[src/rtl/pong_ball.sv]
// pong_ball: ball engine for the two-player pong datapath.
// Moves the ball on a divided tick, bounces it off the walls and paddles,
// detects misses, keeps score and draws the ball for the pixel mux.
// Optional feature macro: PONG_BALL_SPEEDUP_EN (each paddle hit adds 1 px/tick,
// capped at 4, back to 1 on every serve). Without it the speed is fixed at 1.
module pong_ball #(
  parameter int H_ACTIVE    = 640,
  parameter int V_ACTIVE    = 480,
  parameter int BALL_SIZE   = 8,
  parameter int PADDLE_W    = 16,
  parameter int PADDLE_H    = 80,
  parameter int TICK_DIV    = 250000,
  parameter int SERVE_TICKS = 100,
  parameter int WIN_SCORE   = 7
) (
  input  logic        clk,
  input  logic        reset,
  input  logic [9:0]  x,
  input  logic [9:0]  y,
  input  logic [9:0]  x_paddle1,
  input  logic [9:0]  y_paddle1,
  input  logic [9:0]  x_paddle2,
  input  logic [9:0]  y_paddle2,
  output logic        ball_on,
  output logic [11:0] rgb_ball,
  output logic [9:0]  x_ball,
  output logic [9:0]  y_ball,
  output logic [3:0]  score1,
  output logic [3:0]  score2,
  output logic        point1,
  output logic        point2,
  output logic        game_over
);

  typedef enum logic [1:0] {S_SERVE, S_PLAY, S_POINT, S_OVER} state_t;

  localparam int CW = $clog2(TICK_DIV);
  localparam int SW = (SERVE_TICKS > 1) ? $clog2(SERVE_TICKS) : 1;
  localparam logic [CW-1:0] TICK_LAST  = CW'(TICK_DIV - 1);
  localparam logic [SW-1:0] SERVE_LAST = SW'(SERVE_TICKS - 1);
  localparam logic [9:0]  X_CTR  = 10'(H_ACTIVE / 2);
  localparam logic [9:0]  Y_CTR  = 10'(V_ACTIVE / 2);
  localparam logic [9:0]  Y_TOP  = 10'(BALL_SIZE / 2);
  localparam logic [9:0]  Y_BOT  = 10'(V_ACTIVE - BALL_SIZE / 2);
  localparam logic [9:0]  SNAP   = 10'(PADDLE_W / 2 + BALL_SIZE / 2);
  localparam logic [3:0]  WIN_S  = 4'(WIN_SCORE);
  localparam logic signed [10:0] HALF_S = 11'(BALL_SIZE / 2);
  localparam logic signed [10:0] PW2_S  = 11'(PADDLE_W / 2);
  localparam logic signed [10:0] PH2_S  = 11'(PADDLE_H / 2);
  localparam logic signed [10:0] HACT_S = 11'(H_ACTIVE);
  localparam logic signed [10:0] VACT_S = 11'(V_ACTIVE);
  localparam logic signed [10:0] ZERO_S = 11'sd0;
  localparam logic signed [10:0] ONE_S  = 11'sd1;

  state_t          state_q, state_d;
  logic [CW-1:0]   cnt_q, cnt_d;
  logic [SW-1:0]   srv_cnt_q, srv_cnt_d;
  logic [9:0]      x_ball_q, x_ball_d, y_ball_q, y_ball_d;
  logic            dx_pos_q, dx_pos_d, dy_pos_q, dy_pos_d;
  logic            srv_dy_pos_q, srv_dy_pos_d;
  logic            p1_scored_q, p1_scored_d;
  logic [3:0]      score1_q, score1_d, score2_q, score2_d;
  logic [2:0]      speed;
`ifdef PONG_BALL_SPEEDUP_EN
  logic [2:0]      speed_q, speed_d;
  assign speed = speed_q;
`else
  assign speed = 3'd1;
`endif

  logic            tick;
  logic signed [10:0] sx, sy, nx, ny, spd, xs, ys;
  logic signed [10:0] p1_face, p2_face, p1_top, p1_bot, p2_top, p2_bot;
  logic            ov1, ov2, hit1, hit2, miss_left, miss_right;
  logic [9:0]      hx1, hx2;

  // Geometry of the next move; paddle inputs only matter on the tick edge.
  always_comb begin
    tick       = (cnt_q == TICK_LAST);
    sx         = {1'b0, x_ball_q};
    sy         = {1'b0, y_ball_q};
    xs         = {1'b0, x};
    ys         = {1'b0, y};
    spd        = {8'd0, speed};
    nx         = dx_pos_q ? sx + spd : sx - spd;
    ny         = dy_pos_q ? sy + spd : sy - spd;
    p1_face    = {1'b0, x_paddle1} + PW2_S;
    p2_face    = {1'b0, x_paddle2} - PW2_S;
    p1_top     = {1'b0, y_paddle1} - PH2_S;
    p1_bot     = {1'b0, y_paddle1} + PH2_S;
    p2_top     = {1'b0, y_paddle2} - PH2_S;
    p2_bot     = {1'b0, y_paddle2} + PH2_S;
    ov1        = (sy + HALF_S >= p1_top) && (sy - HALF_S < p1_bot);
    ov2        = (sy + HALF_S >= p2_top) && (sy - HALF_S < p2_bot);
    // The "current edge" term stops a ball that is already past the face from being caught.
    hit1       = !dx_pos_q && (nx - HALF_S <= p1_face)
                 && (sx - HALF_S > p1_face - spd - ONE_S) && ov1;
    hit2       = dx_pos_q && (nx + HALF_S >= p2_face)
                 && (sx + HALF_S < p2_face + spd + ONE_S) && ov2;
    miss_left  = !dx_pos_q && (nx - HALF_S <= ZERO_S);
    miss_right = dx_pos_q && (nx + HALF_S >= HACT_S);
    hx1        = x_paddle1 + SNAP;
    hx2        = x_paddle2 - SNAP;
  end

  // Next-state logic: tick divider, serve/play/point/over sequencing and ball motion.
  always_comb begin
    // NOTE: every variable gets a default first so no path leaves it unassigned (no latches).
    state_d      = state_q;
    cnt_d        = tick ? '0 : cnt_q + 1'b1;
    srv_cnt_d    = srv_cnt_q;
    x_ball_d     = x_ball_q;
    y_ball_d     = y_ball_q;
    dx_pos_d     = dx_pos_q;
    dy_pos_d     = dy_pos_q;
    srv_dy_pos_d = srv_dy_pos_q;
    p1_scored_d  = p1_scored_q;
    score1_d     = score1_q;
    score2_d     = score2_q;
`ifdef PONG_BALL_SPEEDUP_EN
    speed_d      = speed_q;
`endif
    case (state_q)
      S_SERVE: begin
        if (tick) begin
          if (srv_cnt_q == SERVE_LAST) state_d = S_PLAY;
          else                         srv_cnt_d = srv_cnt_q + 1'b1;
        end
      end
      S_PLAY: begin
        if (tick) begin
          // Walls act on y regardless of what happens in x, so corner hits work.
          if (ny - HALF_S <= ZERO_S) begin
            y_ball_d = Y_TOP;
            dy_pos_d = 1'b1;
          end else if (ny + HALF_S >= VACT_S) begin
            y_ball_d = Y_BOT;
            dy_pos_d = 1'b0;
          end else begin
            y_ball_d = ny[9:0];
          end
          if (hit1 || hit2) begin
            x_ball_d = hit1 ? hx1 : hx2;
            dx_pos_d = hit1;
`ifdef PONG_BALL_SPEEDUP_EN
            if (speed_q < 3'd4) speed_d = speed_q + 3'd1;
`endif
          end else if (miss_left) begin
            state_d     = S_POINT;
            p1_scored_d = 1'b0;
            if (score2_q < WIN_S) score2_d = score2_q + 4'd1;
          end else if (miss_right) begin
            state_d     = S_POINT;
            p1_scored_d = 1'b1;
            if (score1_q < WIN_S) score1_d = score1_q + 4'd1;
          end else begin
            x_ball_d = nx[9:0];
          end
        end
      end
      S_POINT: begin
        x_ball_d = X_CTR;
        y_ball_d = Y_CTR;
        if ((p1_scored_q ? score1_q : score2_q) == WIN_S) begin
          state_d = S_OVER;
        end else begin
          state_d      = S_SERVE;
          srv_cnt_d    = '0;
          dx_pos_d     = p1_scored_q;   // serve toward whoever conceded
          dy_pos_d     = !srv_dy_pos_q;
          srv_dy_pos_d = !srv_dy_pos_q;
`ifdef PONG_BALL_SPEEDUP_EN
          speed_d      = 3'd1;
`endif
        end
      end
      S_OVER:  state_d = S_OVER;
      default: state_d = S_SERVE;
    endcase
  end

  // State registers with asynchronous active-low reset.
  always_ff @(posedge clk or negedge reset) begin
    // NOTE: sequential state uses <= so every flop samples pre-edge values.
    if (!reset) begin
      state_q      <= S_SERVE;
      cnt_q        <= '0;
      srv_cnt_q    <= '0;
      x_ball_q     <= X_CTR;
      y_ball_q     <= Y_CTR;
      dx_pos_q     <= 1'b1;
      dy_pos_q     <= 1'b1;
      srv_dy_pos_q <= 1'b1;
      p1_scored_q  <= 1'b0;
      score1_q     <= 4'd0;
      score2_q     <= 4'd0;
`ifdef PONG_BALL_SPEEDUP_EN
      speed_q      <= 3'd1;
`endif
    end else begin
      state_q      <= state_d;
      cnt_q        <= cnt_d;
      srv_cnt_q    <= srv_cnt_d;
      x_ball_q     <= x_ball_d;
      y_ball_q     <= y_ball_d;
      dx_pos_q     <= dx_pos_d;
      dy_pos_q     <= dy_pos_d;
      srv_dy_pos_q <= srv_dy_pos_d;
      p1_scored_q  <= p1_scored_d;
      score1_q     <= score1_d;
      score2_q     <= score2_d;
`ifdef PONG_BALL_SPEEDUP_EN
      speed_q      <= speed_d;
`endif
    end
  end

  // Output decode: pixel hit test and status flags.
  always_comb begin
    ball_on   = (state_q != S_OVER)
                && (xs >= sx - HALF_S) && (xs < sx + HALF_S)
                && (ys >= sy - HALF_S) && (ys < sy + HALF_S);
    rgb_ball  = 12'hFFF;
    x_ball    = x_ball_q;
    y_ball    = y_ball_q;
    score1    = score1_q;
    score2    = score2_q;
    point1    = (state_q == S_POINT) && p1_scored_q;
    point2    = (state_q == S_POINT) && !p1_scored_q;
    game_over = (state_q == S_OVER);
  end

endmodule

[config.mk]
export PLATFORM = sky130hd
export DESIGN_NAME = pong_ball
export DESIGN_NICKNAME = d
export VERILOG_FILES = /design/src/rtl/pong_ball.sv
export SDC_FILE = /design/constraint.sdc
export NUM_CORES = 1
export LEC_CHECK = 0
export CAP_MARGIN = 20
export CELL_PAD_IN_SITES_DETAIL_PLACEMENT = 1
export CELL_PAD_IN_SITES_GLOBAL_PLACEMENT = 1
export CORE_ASPECT_RATIO = 0.7
export CORE_UTILIZATION = 44
export DETAILED_ROUTE_END_ITERATION = 8
export PLACE_DENSITY = 0.94
export SETUP_SLACK_MARGIN = 0.05
export SYNTH_ARGS = -nofsm -noshare
export SYNTH_HDL_FRONTEND = slang
export SYNTH_SLANG_ARGS = --single-unit
export TNS_END_PERCENT = 20
[constraint.sdc]
create_clock -name clk -period 6.86 [get_ports clk]
set_clock_uncertainty 0.15 [all_clocks]
set_input_delay 1.029 -clock clk [delete_from_list [all_inputs] [get_ports clk]]
set_output_delay 1.029 -clock clk [all_outputs]
set_load 0.02 [all_outputs]
=== Word-level counts from Yosys, hierarchy flattened ===
Index checks and enable logic that the tools add are counted.
W data, S select, Z words.

* Add/subtract/negate cells: 28
* Order comparisons: 18
* Equality and inequality tests: 18
* Muxes and demuxes: 37
* Bitwise operators: 3
* Reduce and logical (&&, ||, !) cells: 34

{| class="wikitable"
|+ Operator list
! operator !! count
|-
| $mux W10 || 8
|-
| $ge A11 B11 Y1 || 5
|-
| $lt A11 B11 Y1 || 5
|-
| $pmux W10 S2 || 2
|-
| $add A10 B1 Y11 const B || 2
|-
| $add A10 B3 Y11 const B || 2
|-
| $add A10 B6 Y11 const B || 2
|-
| $add A11 B2 Y11 const B || 2
|-
| $add A11 B4 Y11 const B || 2
|-
| $le A11 B1 Y1 const B || 2
|-
| $mux W11 || 2
|-
| $sub A10 B1 Y11 const B || 2
|-
| $sub A10 B3 Y11 const B || 2
|-
| $sub A10 B6 Y11 const B || 2
|-
| $sub A11 B2 Y11 const B || 2
|-
| $sub A11 B4 Y11 const B || 2
|-
| $mux W7 || 3
|-
| $reduce_and A4 Y1 || 5
|-
| $add A18 B1 Y18 const B || 1
|-
| $eq A18 B18 Y1 const B || 1
|-
| $mux W18 || 1
|-
| $logic_and A1 B1 Y1 || 16
|-
| $ne A2 B2 Y1 const B || 8
|-
| $mux W2 || 7
|-
| other kinds (29) || 52
|}

* Register bits: 59
* Input bits: 62
* Output and inout port bits: 44
* Word-level logic and storage cells: 149

=== Logic depth before layout (Yosys ltp) ===
Gate-level depths: netlist (run 1).

* Word-level depth: 11
* Mapped depth: 25
* Depth with buffers taken out: 21

=== Worst setup path before layout (run 1) ===
Ideal clock, no wire load.

* Kind: reg-to-reg
* Start: register dx_pos_q
* End: register score2_q[1], in the netlist score2[1]
* Setup time: 0.128 ns
* Arrival: 5.193 ns
* Data required time: 6.582 ns
* Setup slack: 1.390 ns
* Cell stages (with the launch flop): 22
* Buffers on the path: 1
* Clock period less this slack: 5.470 ns
* Cell sequence: dfstp_2 > clkbuf_1 > inv_1 > ha_1 > a211oi_2 > nor2_1 > xnor2_1 > ha_1 > and4bb_2 > nand4_1 > xnor2_1 > ha_1 > nor3b_1 > a21oi_1 > a211oi_1 > o31ai_1 > o311a_1 > o311ai_1 > o31a_1 > nand2_1 > a2111oi_4 > mux2_1

* Longest elaborated chain between the ends: 9
* Elaborated cells between the ends (all ways): 17
* Classes of those cells: add/sub: 2; order compare: 3; mux: 1; bitwise: 1; reduce/logical: 10

{| class="wikitable"
|+ Ends and longest elaborated chain
! element !! line !! text
|-
| from (decl) || 59 || <nowiki>logic dx_pos_q, dx_pos_d, dy_pos_q, dy_pos_d;</nowiki>
|-
| from (signal assigned) || 206 || <nowiki>dx_pos_q <= dx_pos_d;</nowiki>
|-
| $mux W11 || 85 || <nowiki>nx = dx_pos_q ? sx + spd : sx - spd;</nowiki>
|-
| $sub A11 B4 Y11 or $add A11 B4 Y11 (tied branches) || 96, 100, 98 ||
|-
| $le A11 B11 Y1 or $ge A11 B11 Y1 (tied branches) || 96, 98 ||
|-
| $logic_and A1 B1 Y1, on equally long branches || 96, 98 ||
|-
| $logic_and A1 B1 Y1, on equally long branches (2 in a row) || 97, 99 ||
|-
| $logic_or A1 B1 Y1 || 142 || <nowiki>if (hit1 || hit2) begin</nowiki>
|-
| $not A1 Y1 (no source line) || - ||
|-
| $reduce_and A5 Y1 (no source line) (*) || - ||
|-
| to (signal assigned) || 211 || <nowiki>score2_q <= score2_d;</nowiki>
|-
| to (decl) || 62 || <nowiki>logic [3:0] score1_q, score1_d, score2_q, score2_d;</nowiki>
|}

Every way passes the cells marked *; elsewhere a longest branch is shown, timed or not.
A chain may end at the register's enable or synchronous reset.

=== Worst setup path in the final report (run 1) ===
* Start: register dx_pos_q
* End: register x_ball_q[7], in the netlist x_ball[7]

* Longest elaborated chain between the ends: 10
* Elaborated cells between the ends (all ways): 26
* Classes of those cells: add/sub: 2; order compare: 4; eq/ne: 2; mux: 7; reduce/logical: 11

{| class="wikitable"
|+ Ends and longest elaborated chain
! element !! line !! text
|-
| $mux W11 || 85 ||
|-
| $sub A11 B4 Y11 or $add A11 B4 Y11 (tied branches) || - ||
|-
| $le A11 B11 Y1 or $ge A11 B11 Y1 (tied branches) || 96, 98 ||
|-
| $logic_and A1 B1 Y1, on equally long branches || 96, 98 ||
|-
| $logic_and A1 B1 Y1, on equally long branches (2 in a row) || 97, 99 ||
|-
| $mux W10 or $logic_or A1 B1 Y1 (tied branches) || 143, 142 ||
|-
| $mux W10 || 142 ||
|-
| $mux W10 || 131 || <nowiki>if (tick) begin</nowiki>
|-
| $pmux W10 S2 || 123 || <nowiki>case (state_q)</nowiki>
|-
| to (signal assigned) || 204 || <nowiki>x_ball_q <= x_ball_d;</nowiki>
|-
| to (decl) || 58 || <nowiki>logic [9:0] x_ball_q, x_ball_d, y_ball_q, y_ball_d;</nowiki>
|}

Parallel ways exist; a longest one is shown, timed or not. The select of a mux whose other input is x is not followed.

==> results.md, run 1 <==
* Outcome: finished clean
* Slew Viols, Final at 0
* Flops & latches, synth at between 50 and 60
* Synthesized cell area at 0.00894 sq mm
* Antenna Cells at 0
* Mapped Cells at between 1000 and 1500
* Postcts setup bufs at 0
* Detail Placement HPWL at approximately 24 mm
* Iteration-0 DRC Markers at between 500 and 600
* Crit Path Max Fanout at 12
* Share of layout cells above drive strength 1 at 0.0578
* CTS tree: done
* CTS max path bufs at 2
* Worst EP arrival at around 6.7 ns
* Critical path endpoint: x_ball[7]$_DFFE_PN0P_
* Power Density at approximately 100 mW/mm^2
* Number of max-cap violations at 0
* Worst ir drop on vdd at 0.0000917 V
* Crit. Startpoint: dx_pos_q$_DFFE_PN1P_
* Ports at about 110
* H-tree depth at 3
* Yosys warning count at 0
* Hold_ws at between 0.3 and 0.4 ns
* Top FF cell, synth: dfrtp_1
* Clk slew on worst S/H paths at roughly 0.060 ns
* Die Wd at approximately 170 microns
* Largest net degree at the start of global routing at 60
* Global-route wire length before repair at approximately 49 mm
* Ranking of synthesized cells by area: ha_1 (23%), dfrtp_1 (14%), xnor2_1 (6.6%), xor2_1 (5.9%), nor2_1 (3.5%)
* GR Util All Layers at 0.300
* Crit. End Element: register
* Sequential area share after synthesis at 0.166
* Via density at between 6 and 7
* Final worst setup slack at approximately 0.23 ns
* Total congestion overflow at 0
* Root Driver: clkbuf_16
* Die height at between 100 and 150 microns
* TNS Setup at 0 ns
* Synth area leader: ha_1
* Post-synthesis cell type count at 84
* Worst Tran Pin Value at a little under 1 ns
* Clk_lat worst skew at 0.34 ns
* Slowest CP cell: dfstp_2
* Row count at 43
* Fin crit period at about 6.6 ns
* Final wirelength at 30.5 mm
* Leakage Power at between 4 and 5 nW
* CP top delay family: compound AO/OA/AOI/OAI gates
* Final setup vio count at 0
* Critical-path cell list: inv_1 -> ha_1 -> a211oi_1 -> o21bai_1 -> or2_2 -> o211ai_1 -> nand4_1 -> xnor2_1 -> ha_1 -> nor3b_1 -> a21oi_1 -> a211oi_1 -> o31ai_1 -> o311a_1 -> o311ai_2 -> o31a_1 -> a21boi_4 -> o21a_1 -> mux2_4
* Worst R2R End: x_ball[7]$_DFFE_PN0P_
* Routability cong. at a little over 0.9
* TritonCTS Buffers at 9
* CTS Hold Bufs at 0
* Crit Path Class: reg -> reg
* Worst min path class: reg -> reg
* NumNets Final at about 1400
* R2R Path Start: dx_pos_q$_DFFE_PN1P_
* CP required at around 7 ns
* Avg Inst Size Synth at a little over 8 sq um
* Reg-to-reg setup timing slack at between 0.2 and 0.25 ns
* Number of synthesized flops with an enable pin at 0
* Buffers on Ports at 93
* Area added between synthesis and finish at 16.8%
* Worst path depth at 19
* Initial antenna violation count at 0
* Core Region at slightly below 0.02 sq mm
* Unrepaired setup endpoints after global routing: false
* First-pass iteration count of the detailed router at 5
* Initial Util at 0.450
* Worst path bufs/invs at 1
* Fin. Hold Viols at 0
* Hold path start: cnt_q[0]$_DFF_PN0_
* Final ANT Viol Nets at 0
* Worst path max stage delay at 0.66 ns
* DRC viols at 0
* Number of global-route vias before repair at approximately 9400
* Sink Count at 59
* Routed vias at slightly below 9000
* Top-area cell type share of the netlist area at 0.228
* Fmax achieved at 151 MHz
* Post-placement setup slack at 0.310 ns
* Fin crit share at 0.966
* Die Area at 0.0209 sq mm
* Slew headroom at 0.346
* WL per Instance at about 21 microns
* Share of flip-flops with an asynchronous set or reset at 1.00
* Worst setup SP type: register
* Reg2Reg Depth at 19
## timing repair
action | CTS | global route
gates resized for setup | 0 | 1
hold endpoints to repair | 0 | 0
endpoints found under the setup margin | 0 | 4
## Yosys cell counts (4+ instances only)
master	instances
a2111oi_0	7
a211oi_1	15
a21o_1	24
a21oi_1	51
a22oi_1	4
a31oi_1	4
and2_1	6
and3_1	20
and4_1	5
buf_2	6
buf_4	12
clkbuf_1	27
dfrtp_1	50
dfstp_2	9
ha_1	163
inv_1	78
nand2_1	63
nand2b_1	13
nand3_1	36
nand3b_1	9
nand4_1	15
nor2_1	84
nor2b_1	18
nor3_1	39
nor3b_1	8
nor4_1	11
nor4b_1	4
o2111ai_1	4
o211ai_1	10
o21a_1	15
o21ai_0	48
o22ai_1	6
o2bb2ai_1	5
o31ai_1	4
or2_2	5
or3_1	12
or4b_1	4
xnor2_1	67
xor2_1	60
## how the worst min path moves through the flow
stage / end / slack (ns) / cells after the start
2_1_floorplan: cnt_q[0]$_DFF_PN0_ / 0.28 / 1
3_3_place_gp: cnt_q[0]$_DFF_PN0_ / 0.30 / 1
3_5_place_dp: cnt_q[0]$_DFF_PN0_ / 0.32 / 1
4_1_cts: cnt_q[0]$_DFF_PN0_ / 0.33 / 1
5_1_grt: cnt_q[0]$_DFF_PN0_ / 0.36 / 1
6_report: cnt_q[0]$_DFF_PN0_ / 0.33 / 1
## sequential cells by signal (all words and copies together) (netlist names)
name	count
cnt_q	18
dx_pos_q	1
dy_pos_q	1
p1_scored_q	1
score1	4
score2	4
srv_cnt_q	7
srv_dy_pos_q	1
state_q	2
x_ball	10
y_ball	10
## report_power, final
| part | switching [mW] | total, mW | internal (mW) |
|---|---|---|---|
| Clock | 0.181 | 0.501 | 0.320 |
| Sequential | 0.0000309 | 0.348 | 0.348 |
| Combinational | 0.130 | 0.236 | 0.106 |
## layer usage
layer  track usage  vias up  part of all wire
met5             0        -                 0
met2         0.484      303              0.45
met3        0.0724       72             0.076
met1         0.393     4398              0.45
met4        0.0940        0             0.027
li1              -     4073                 -
## cell families after synthesis
group | after synthesis | share of synthesized area
AOI/OAI and AO/OA | 238 | 0.184
xor gates and xnor gates | 128 | 0.126
adders and majority gates | 165 | 0.233
buffers and inverters | 124 | 0.0588
DFF | 59 | 0.166
muxes | 8 | 0.0111
other | 1 | 0.000420
and+or+nand+nor | 368 | 0.220
## per-stage QoR
| stage | instance area [sq um] | cells | power [mW] | utilization |
|---|---|---|---|---|
| final | 10400 | 1446 | 1.09 | 0.526 |
| after global routing | 10400 | 1446 | 1.12 | 0.526 |
| after CTS | 10400 | 1445 | 1.09 | 0.525 |
| after detailed placement | 10100 | 1429 | 0.586 | 0.509 |
| after global placement | 10100 | 1429 | 0.575 | 0.509 |
| after floorplan | 8980 | 1102 | 0.490 | - |
## layout by cell type (no fill, tap or decap), drive strengths merged, types with 5 or more instances in the layout
cell type,netlist,layout
ha,163,163
nor3,39,39
o22ai,6,6
nor2b,18,18
clkdlybuf4s50,0,92
and2,6,6
mux2,6,6
nand2b,13,13
nand3,36,36
nand4,16,16
nor2,85,85
xnor2,67,67
a21o,24,24
inv,78,79
and3,20,20
o211ai,10,10
o21ai,50,50
nor4,12,12
nand2,63,63
clkbuf,27,9
a211oi,17,17
nor4b,5,5
a21oi,53,53
dfrtp,50,50
buf,19,12
dfstp,9,9
conb,1,12
a21boi,5,5
or3,12,12
o21a,15,15
or2,6,6
o2bb2ai,5,5
nand3b,9,9
xor2,61,61
nor3b,8,8
a2111oi,8,8
and4,5,5
## worst reg2reg max path: cells and delay by family, from the launching register on
family	cells	cell delay [ns]
fa+ha+maj	2	0.74
buf+inv	1	0.26
mux	1	0.35
xor+xnor	1	0.44
simple gates	3	0.86
flops	1	0.66
compound gates	11	3.07
## cell type report
type | count | area [sq um]
clock buffers | 9 | 225
repair buffers | 104 | 1010
multi-input cells | 919 | 6990
well taps | 270 | 338
inverters | 78 | 293
clock inverters | 7 | 101
flip-flops and latches | 59 | 1490
fillers | 2389 | 9410
(Power assumes the default switching activity.)
==> run 2: changes to the inputs <==
- CTS_CLUSTER_DIAMETER: default -> 50
==> results of run 2 <==
The final DEF is identical to that of run 1; final timing and power are the same.
==> run 3: changes to the inputs <==
- CORE_UTILIZATION: 44 -> 40
- CTS_BUF_LIST: default -> sky130_fd_sc_hd__clkbuf_4
- PLACE_DENSITY: 0.94 -> 0.91
- clock period: 6.86 -> 5.6 ns (I/O delays scaled with it)
==> run 3 against run 2 <==
Compared with the run above: fmax grew 19%; total power grew 3.7%; cell area grew 6.2%; sequential power grew 22%; non-clock buffer count grew 66; first-iteration DRC count grew 12%; count of clock-buffer cells in the layout grew 2; combinational power grew 34%; critical path type unchanged; largest power group is now registers.
==> results.md, run 3 (same netlist as run 1, synthesis figures left out) <==
* Outcome: finished clean (unchanged)
* CP required at 5.80 ns (was 6.94 ns)
* Die height at 127 microns (was 121 microns)
* Hold path start: cnt_q[0]$_DFF_PN0_ (unchanged)
* Fmax achieved at 179 MHz (was 151 MHz)
* H-tree depth at 3 (unchanged)
* Share of layout cells above drive strength 1 at 0.139 (was 0.0578)
* Antenna Cells at 0 (unchanged)
* WL per Instance at 21.4 microns (was 21.1 microns)
* DRC viols at 0 (unchanged)
* Worst ir drop on vdd at 0.0000762 V (was 0.0000917 V)
* Final wirelength at 32.7 mm (was 30.5 mm)
* Most frequent cells in the layout: ha_1 (157), clkdlybuf4s50_1 (91), nor2_1 (82) (was ha_1 (163), clkdlybuf4s50_1 (92), nor2_1 (84))
* First-pass iteration count of the detailed router at 5 (unchanged)
* CTS max path bufs at 2 (unchanged)
* Final setup vio count at 0 (unchanged)
* Initial antenna violation count at 0 (unchanged)
* Crit. End Element: register (unchanged)
* CTS Hold Bufs at 0 (unchanged)
* Crit Path Class: reg -> reg (unchanged)
* Final ANT Viol Nets at 0 (unchanged)
* Total power at 1.13 mW (was 1.09 mW)
* Most flops, register: cnt_q (unchanged)
* Largest register FFs at 18 (unchanged)
* Fin crit period at 5.59 ns (was 6.63 ns)
* Core Region at 0.0218 sq mm (was 0.0199 sq mm)
* Iteration-0 DRC Markers at 668 (was 598)
* Critical-path cell list: clkinvlp_4 -> buf_4 -> ha_4 -> and3b_1 -> a21oi_2 -> nand4_4 -> buf_4 -> or3b_4 -> xnor2_1 -> ha_1 -> a211oi_2 -> nand2_1 -> o21ai_2 -> o31ai_4 -> a21oi_4 -> and4bb_1 -> or3_4 -> buf_4 -> buf_4 -> o21ai_0 -> o2bb2ai_2 (was inv_1 -> ha_1 -> a211oi_1 -> o21bai_1 -> or2_2 -> o211ai_1 -> nand4_1 -> xnor2_1 -> ha_1 -> nor3b_1 -> a21oi_1 -> a211oi_1 -> o31ai_1 -> o311a_1 -> o311ai_2 -> o31a_1 -> a21boi_4 -> o21a_1 -> mux2_4)
* Global-route wire length before repair at 50.3 mm (was 48.9 mm)
* Crit. Startpoint: dx_pos_q$_DFFE_PN1P_ (unchanged)
* Slew headroom at 0.379 (was 0.346)
* Clk slew on worst S/H paths at 0.13 ns (was 0.06 ns)
* Sink Count at 59 (unchanged)
* R2R Path Start: dx_pos_q$_DFFE_PN1P_ (unchanged)
* TritonCTS Buffers at 9 (unchanged)
* Worst path bufs/invs at 5 (was 1)
* Slowest CP cell: dfstp_2 (unchanged)
* Number of max-cap violations at 0 (unchanged)
* Worst Tran Pin Value at 0.919 ns (was 0.967 ns)
* Clk_lat worst skew at 0.47 ns (was 0.34 ns)
* Leakage Power at 5.16 nW (was 4.83 nW)
* Total congestion overflow at 0 (unchanged)
* Die Area at 0.0230 sq mm (was 0.0209 sq mm)
* Most common cell after layout, fill and taps aside: ha_1 (unchanged)
* Slew Viols, Final at 0 (unchanged)
* Largest net degree at the start of global routing at 60 (unchanged)
* Detail Placement HPWL at 25.8 mm (was 24.1 mm)
* Worst EP arrival at 5.79 ns (was 6.70 ns)
* Crit Path Max Fanout at 11 (was 12)
* Worst path max stage delay at 0.63 ns (was 0.66 ns)
* Row count at 45 (was 43)
* Crit-path most repeated cell: buf_4
* Die Wd at 181 microns (was 172 microns)
* NumNets Final at 1465 (was 1398)
* Worst min path class: reg -> reg (unchanged)
* CP top delay family: simple AND/OR/NAND/NOR gates (was compound AO/OA/AOI/OAI gates)
* Fin crit share at 0.998 (was 0.966)
* Power Density at 101 mW/mm^2 (was 104 mW/mm^2)
* Buffers on Ports at 93 (unchanged)
* Hold_ws at 0.329 ns (was 0.331 ns)
* Routability cong. at 0.962 (was 0.936)
* Area added between synthesis and finish at 24.1% (was 16.8%)
* Fin. Hold Viols at 0 (unchanged)
* GR Util All Layers at 0.275 (was 0.300)
* Number of global-route vias before repair at 9499 (was 9365)
* CTS tree: done (unchanged)
* Worst setup SP type: register (unchanged)
* Routed vias at 9162 (was 8846)
* Root Driver: clkbuf_4 (was clkbuf_16)
* Initial Util at 0.410 (was 0.450)
* Ports at 106 (unchanged)
* Via density at 6.01 (was 6.12)
==> run 3: cell count changes in the layout (fill, tap and decap cells not counted), sizes merged <==
| cell | change |
|---|---|
| clkbuf | +2 |
| inv | -2 |
| clkinv | +1 |
| buf | +66 |
| clkdlybuf4s50 | -1 |
| dlymetal6s2s | +1 |
==> run 3: metal layers <==
metal,GRT usage,vias up,share of wire
li1,-,4199,-
met5,0,-,0
met3,0.0342,54,0.057
met2,0.447,310,0.46
met4,0.0689,0,0.018
met1,0.385,4599,0.47
==> run 3: power breakdown <==
group | switching [mW] | internal, mW | total, mW
sequential | 0.0000249 | 0.426 | 0.426
clock | 0.192 | 0.190 | 0.381
combinational | 0.174 | 0.144 | 0.317
==> run 3: worst reg2reg max path, stage by stage (launching register included) <==
cell	delay [ns]
dfstp_2	0.63
clkinvlp_4	0.25
buf_4	0.22
ha_4	0.32
and3b_1	0.19
a21oi_2	0.15
nand4_4	0.13
buf_4	0.20
or3b_4	0.45
xnor2_1	0.15
ha_1	0.31
a211oi_2	0.30
nand2_1	0.10
o21ai_2	0.17
o31ai_4	0.12
a21oi_4	0.22
and4bb_1	0.24
or3_4	0.35
buf_4	0.18
buf_4	0.16
o21ai_0	0.37
o2bb2ai_2	0.13
==> run 3: stage by stage <==
step / TNS [ns] / worst slack [ns] / instance area, sq um / cells / util
after floorplan: 0 / 0.130 / 8980 / 1102 / -
after global placement: -0.211 / -0.0301 / 10500 / 1496 / 0.483
after detailed placement: -5.39 / -0.321 / 10500 / 1496 / 0.483
after CTS: 0 / 0.0510 / 10700 / 1512 / 0.492
after global routing: -0.190 / -0.141 / 11100 / 1525 / 0.509
final: 0 / 0.00979 / 11100 / 1525 / 0.509
==> run 3: layout make-up <==
class / instances / area, sq um
Clock buffer: 11 / 82.6
Clock inverter: 5 / 77.6
Fill cell: 2590 / 10700
Inverter: 78 / 297
Multi-Input combinational cell: 919 / 7280
Sequential cell: 59 / 1490
Tap cell: 282 / 353
Timing Repair Buffer: 170 / 1510
Timing Repair inverter: 1 / 7.51
==> run 3: worst paths after layout <==
check / end / slack [ns] / cells past startpoint
max in group asynchronous: x_ball[9]$_DFFE_PN0P_ / 4.38 / 2
min: cnt_q[0]$_DFF_PN0_ / 0.33 / 1
min in group asynchronous: cnt_q[14]$_DFF_PN0_ / 0.39 / 2
max: x_ball[0]$_DFFE_PN0P_ / 0.01 / 21
max reg2reg: x_ball[0]$_DFFE_PN0P_ / 0.01 / 21
min reg2reg: cnt_q[0]$_DFF_PN0_ / 0.33 / 1
==> run 3: repair_timing <==
action	CTS	global route
cloned	0	1
endpoints found under the hold margin	0	0
gates resized for setup	11	52
endpoints found under the setup margin	19	22
setup buffers	0	12
pin swaps	1	21
